**src/rtl/memory_unit_if.sv**
```systemverilog
// memory_unit_if: CPU bus, program loader stream and status lines of memory_unit.
interface memory_unit_if;
    logic [11:0] M_addr;
    logic [7:0]  M_data_out;
    logic        Write_read;
    logic [7:0]  M_data_in;
    logic        ld_valid;
    logic [7:0]  ld_data;
    logic        ld_last;
    logic        ld_ready;
    logic        reload;
    logic        cpu_run;
    logic [1:0]  mstate;
    logic        addr_err;
    modport master (
        output M_addr, M_data_out, Write_read, ld_valid, ld_data, ld_last, reload,
        input  M_data_in, ld_ready, cpu_run, mstate, addr_err
    );
    modport slave (
        input  M_addr, M_data_out, Write_read, ld_valid, ld_data, ld_last, reload,
        output M_data_in, ld_ready, cpu_run, mstate, addr_err
    );
endinterface

```
**src/rtl/memory_unit.sv**
```systemverilog
// memory_unit: loader-filled byte memory that then serves a CPU and releases its reset.
// Define MEMU_ERR_HALT_EN to halt the CPU in FAULT on an out-of-range access.
module memory_unit #(
    parameter int DEPTH = 256
) (
    input logic          clk,
    input logic          reset,
    memory_unit_if.slave bus
);
    localparam int AW = (DEPTH > 1) ? $clog2(DEPTH) : 1;
    typedef enum logic [1:0] {LOAD = 2'b00, RUN = 2'b01, FAULT = 2'b10, BAD = 2'b11} state_t;
    state_t        state_q, state_d;
    logic [AW-1:0] ptr_q, ptr_d;
    logic          err_q, err_d;
    logic [7:0]    rdata_q, rdata_d;
    logic          ld_ready_q, cpu_run_q;
    logic [7:0]    mem_q [DEPTH];
    logic          in_range, ld_fire, cpu_fire, we, full;
    logic [AW-1:0] waddr, raddr;
    logic [7:0]    wdata;
    assign in_range = {1'b0, bus.M_addr} < 13'(DEPTH);
    assign raddr    = bus.M_addr[AW-1:0];
    assign full     = ptr_q == AW'(DEPTH - 1);
    always_comb begin
        ld_fire  = !reset && state_q == LOAD && bus.ld_valid && !bus.reload;
        cpu_fire = !reset && state_q == RUN && bus.Write_read && in_range && !bus.reload;
        we       = ld_fire || cpu_fire;
        waddr    = ld_fire ? ptr_q : raddr;
        wdata    = ld_fire ? bus.ld_data : bus.M_data_out;
        // write-first: a same-cycle write to the read address is forwarded
        rdata_d  = !in_range ? 8'hFF : (we && waddr == raddr) ? wdata : mem_q[raddr];
    end
    always_comb begin
        state_d = state_q;
        ptr_d   = ptr_q;
        err_d   = err_q;
        case (state_q)
            LOAD: begin
                if (bus.reload) begin
                    ptr_d = '0;
                end else if (bus.ld_valid) begin
                    ptr_d   = full ? ptr_q : ptr_q + 1'b1;
                    state_d = (bus.ld_last || full) ? RUN : LOAD;
                end
            end
            RUN: begin
                if (bus.reload) begin
                    state_d = LOAD;
                    ptr_d   = '0;
                    err_d   = 1'b0;
                end else if (!in_range) begin
                    err_d = 1'b1;
`ifdef MEMU_ERR_HALT_EN
                    state_d = FAULT;
`endif
                end
            end
            FAULT: begin
                if (bus.reload) begin
                    state_d = LOAD;
                    ptr_d   = '0;
                    err_d   = 1'b0;
                end
            end
            default: state_d = LOAD;
        endcase
    end
    always_ff @(posedge clk) begin
        if (reset) begin
            state_q    <= LOAD;
            ptr_q      <= '0;
            err_q      <= 1'b0;
            rdata_q    <= 8'h00;
            ld_ready_q <= 1'b1;
            cpu_run_q  <= 1'b0;
        end else begin
            state_q    <= state_d;
            ptr_q      <= ptr_d;
            err_q      <= err_d;
            rdata_q    <= rdata_d;
            ld_ready_q <= state_d == LOAD;
            cpu_run_q  <= state_d == RUN;
        end
    end
    always_ff @(posedge clk) begin
        if (we) mem_q[waddr] <= wdata;
    end
    assign bus.M_data_in = rdata_q;
    assign bus.ld_ready  = ld_ready_q;
    assign bus.cpu_run   = cpu_run_q;
    assign bus.mstate    = state_q;
    assign bus.addr_err  = err_q;
endmodule
```
**src/flat_wrapper.sv**
```systemverilog
// flat-port wrapper written by rule: the top's interface ports become plain ports
module memory_unit_flat 
#(
    parameter int DEPTH = 256
)
  (clk, reset, bus_M_addr, bus_M_data_out, bus_Write_read, bus_ld_valid, bus_ld_data, bus_ld_last, bus_reload, bus_M_data_in, bus_ld_ready, bus_cpu_run, bus_mstate, bus_addr_err);
  memory_unit_if bus_i ();
  input logic clk;
  input logic reset;
  input wire logic [$bits(bus_i.M_addr)-1:0] bus_M_addr;
  input wire logic [$bits(bus_i.M_data_out)-1:0] bus_M_data_out;
  input wire logic [$bits(bus_i.Write_read)-1:0] bus_Write_read;
  input wire logic [$bits(bus_i.ld_valid)-1:0] bus_ld_valid;
  input wire logic [$bits(bus_i.ld_data)-1:0] bus_ld_data;
  input wire logic [$bits(bus_i.ld_last)-1:0] bus_ld_last;
  input wire logic [$bits(bus_i.reload)-1:0] bus_reload;
  output wire logic [$bits(bus_i.M_data_in)-1:0] bus_M_data_in;
  output wire logic [$bits(bus_i.ld_ready)-1:0] bus_ld_ready;
  output wire logic [$bits(bus_i.cpu_run)-1:0] bus_cpu_run;
  output wire logic [$bits(bus_i.mstate)-1:0] bus_mstate;
  output wire logic [$bits(bus_i.addr_err)-1:0] bus_addr_err;
  assign bus_i.M_addr = bus_M_addr;
  assign bus_i.M_data_out = bus_M_data_out;
  assign bus_i.Write_read = bus_Write_read;
  assign bus_i.ld_valid = bus_ld_valid;
  assign bus_i.ld_data = bus_ld_data;
  assign bus_i.ld_last = bus_ld_last;
  assign bus_i.reload = bus_reload;
  assign bus_M_data_in = bus_i.M_data_in;
  assign bus_ld_ready = bus_i.ld_ready;
  assign bus_cpu_run = bus_i.cpu_run;
  assign bus_mstate = bus_i.mstate;
  assign bus_addr_err = bus_i.addr_err;
  memory_unit #(.DEPTH(DEPTH)) u_core (.clk(clk), .reset(reset), .bus(bus_i));
endmodule
```
**config.mk**
```make
export PLATFORM = sky130hd
export DESIGN_NAME = memory_unit_flat
export DESIGN_NICKNAME = d
export VERILOG_FILES = /design/src/rtl/memory_unit_if.sv /design/src/rtl/memory_unit.sv /design/src/flat_wrapper.sv
export SDC_FILE = /design/constraint.sdc
export NUM_CORES = 2
export LEC_CHECK = 0
export CAP_MARGIN = 0
export CORE_MARGIN = 2
export CORE_UTILIZATION = 40
export DETAILED_ROUTE_END_ITERATION = 8
export GPL_TIMING_DRIVEN = 0
export PLACE_DENSITY = 0.65
export SYNTH_ARGS = -nofsm -noshare
export SYNTH_HDL_FRONTEND = slang
export SYNTH_SLANG_ARGS = --single-unit
```
**constraint.sdc**
```tcl
create_clock -name clk -period 7.4 [get_ports clk]
set_input_delay 0.74 -clock clk [delete_from_list [all_inputs] [get_ports clk]]
set_output_delay 0.74 -clock clk [all_outputs]
set_load 0.05 [all_outputs]
```
==> metrics.txt <==
dominant cell by count in the synthesized netlist=edfxtp_1; failing checks=max-capacitance violations, max-slew violations; arrival time worst endpoint=roughly 6.3 ns; gr ovfl total=0; hold_ws=just under 0.6 ns; leading area contributor after synthesis=edfxtp_1; Die Width=454 um; Port Buf Inserts=43; adder and majority gate portion of the synthesized area=0.000773; Worst Path Required=around 8.1 ns; Initial Util=0.401; vias in the first global route=41091; prevailing post-synth register cell=edfxtp_1; Worst Max-Slew Pin Slew=1.54 ns; HP Start=u_core.ptr_q[1]$_SDFFE_PP0P_; met3 wire len=approximately 24000 um; io pins=47; max-cap viol count=2; Final Hold Viols=0; Crit. End Element=flop; top cells by count, synth=edfxtp_1, mux4_2, nor2_1; fin crit share=0.765; vias=approximately 42000; area share of the largest cell type after synthesis=0.760; chip height=roughly 450 um; post-synthesis sequential area ratio=0.765; # fillers=between 15000 and 20000; Syn Area/Cell=roughly 21 um^2; RSZ-0062 raised after global routing=false; Worst Hold Class=flop to flop; first-pass GRT wire length=about 320000 um; Final min period=approximately 5.7 ns; crit path kind=primary input to flop; pre-CTS setup slack=1.18 ns; clk_skew=between 0.06 and 0.07 ns; mux share of post-synthesis cell area=0.153; cts bufs inserted=205; Post-DP HPWL=around 150000 um; Pwr per Cell Area=about 270 nW/um^2; simple-gate portion of the synthesized area=0.0297; Area contributors post-synth=edfxtp_1, mux4_2, mux2i_1; detailed-router iteration count before antenna repair=8; metal2 WL=107000 um; Worst Hold Depth=2; htree depth=4; Relative slew margins=-0.0285; NumNets Final=slightly above 4000; CTS tree=done; outcome=finished with violations; compound-gate portion of the synthesized area=0.0321; Async SR Flop Fraction=0; Hold Crit Endpoint=u_core.ptr_q[1]$_SDFFE_PP0P_; EDFF count, synth=between 2000 and 2500; Cell Area, Synth=a little over 80000 um^2; Top Layer Used=met5; Max VDD drop=between 0.0002 and 0.00025 V; Syn Nets=slightly below 4000; CTS root buf=clkbuf_16; Longest Clk Path Bufs=3; Distinct cells, synth=70; final WL=around 230000 um; #FFs+latches synth=about 2100; DRC Markers=0; FP Rows=between 150 and 200; layout cell share with drive strength beyond 1=0.224; startpoint types=primary input; CORE AREA=~200000 um^2; FF-to-FF setup slack=between 2 and 2.5 ns; routability cong.=0.939; Reg-to-Reg Start=u_core.bus.mstate[0]$_SDFF_PP0_; yosys warns=0; cts repair resizes=0; Final setup viols=0; Worst R2R End=u_core.mem_q[110][5]$_DFFE_PP_; FF-to-FF path depth=9; Total GRT Usage=0.221; critical path peak fanout=11; Initial DRC Count=5719; Static Leakage=between 20 and 30 nW; routed len/inst=roughly 33 um; initial antenna violation count=11; total clock sinks=roughly 2100; die footprint=206000 um^2; combinational family with the most area after synthesis=multiplexers; largest net degree at the start of global routing=roughly 90; Vias/cell=6.00; Clk Latency, worst-skew pair=0.88 ns; post-layout util=0.457; Worst Slack Setup Final=between 1.5 and 2 ns; fmax=around 180 MHz; layout overhead on the synthesized area=13.8%; final setup TNS=0 ns; Synth Instances=between 3000 and 4000; ANT nets after route=0; clk slew on worst S/H paths=roughly 0.07 ns; WL met1=between 80000 and 90000 um; xor/xnor cell area share of the yosys netlist=0.00130; pins over their slew limit=23; CTS Hold Bufs=0; post-CTS setup buffer count=0
==> cells in the final DEF (no fill, tap or decap), types with 28 or more instances in the layout <==
cell | netlist | final
a21oi_1 | 38 | 38
a221oi_1 | 28 | 28
a22o_1 | 50 | 50
a22oi_1 | 62 | 62
buf_2 | 51 | 51
buf_6 | 29 | 29
clkbuf_1 | 114 | 154
clkbuf_16 | 0 | 206
clkdlybuf4s50_1 | 0 | 43
clkinv_1 | 0 | 46
clkinv_2 | 0 | 31
edfxtp_1 | 2048 | 2048
mux2i_1 | 113 | 113
mux4_2 | 481 | 481
nand2_1 | 106 | 98
nand3_1 | 57 | 57
nor2_1 | 280 | 280
o22ai_1 | 30 | 30
==> area by class of cell <==
class / count / area (um^2) / share of cell area
inverters: 7 / 26.3 / 0.000285
clock buffers: 260 / 5390 / 0.0585
flip-flops and latches: 2069 / 61900 / 0.672
multi-input cells: 1531 / 17600 / 0.191
diodes: 10 / 25.0 / 0.000272
repair buffers: 67 / 1070 / 0.0116
well taps: 2672 / 3340 / 0.0363
clock inverters: 122 / 1260 / 0.0136
plain buffers: 239 / 1480 / 0.0161
==> routing by layer <==
layer  global-route usage  vias up
met2                0.342     2459
li1                     -    16650
met3               0.0603      495
met5                    0        -
met4               0.0973        2
met1                0.293    22274
==> state kept, by name, indices dropped and copies added (netlist names) <==
signal / flops
u_core.bus.ld_ready: 1
u_core.ptr_q: 8
u_core.bus.addr_err: 1
u_core.bus.M_data_in: 8
u_core.mem_q: 2048
u_core.bus.mstate: 2
u_core.bus.cpu_run: 1
==> where the power goes <==
group | internal (W) | switching [W]
combinational | 0.000476 | 0.00101
clock | 0.00576 | 0.00454
sequential | 0.0130 | 0.00000465
==> logic make-up (layout without fill, tap and decap cells) <==
| logic type | count (synthesis) | after routing |
|---|---|---|
| flops | 2069 | 2069 |
| mux | 623 | 623 |
| simple gates | 543 | 543 |
| compound gates | 348 | 348 |
| buf+inv | 246 | 695 |
| xor+xnor | 12 | 12 |
| fa+ha+maj | 5 | 5 |
| other cells | 0 | 10 |
==> worst max-delay path, cell delays in order <==
cell and delay (ns):
clkdlybuf4s50_1 0.93, buf_2 0.44, buf_4 0.24, nor2_1 0.78, clkbuf_1 1.19, a221oi_1 0.38
o22ai_1 0.44, a211oi_1 0.20, o31ai_1 0.94
==> how the worst max path moves through the flow <==
stage,from,end
after global routing,bus_M_addr[2],u_core.mem_q[49][1]$_DFFE_PP_
after detailed placement,bus_M_addr[2],u_core.mem_q[186][6]$_DFFE_PP_
after floorplan,u_core.bus.mstate[0]$_SDFF_PP0_,u_core.mem_q[0][7]$_DFFE_PP_
after global placement,reset,u_core.mem_q[110][5]$_DFFE_PP_
final,bus_M_addr[2],u_core.bus.M_data_in[5]$_SDFF_PP0_
after CTS,bus_M_addr[2],u_core.mem_q[49][1]$_DFFE_PP_
==> through the flow <==
step | cells | instance area [um^2] | total power, W
finish | 6977 | 92100 | 0.0248
CTS | 6967 | 92100 | 0.0248
global route | 6967 | 92100 | 0.0253
floorplan | 3846 | 81000 | 0.0141
global placement | 6561 | 84700 | 0.0148
detailed placement | 6585 | 85400 | 0.0147
No activity file was read; power rests on OpenSTA's default activity.
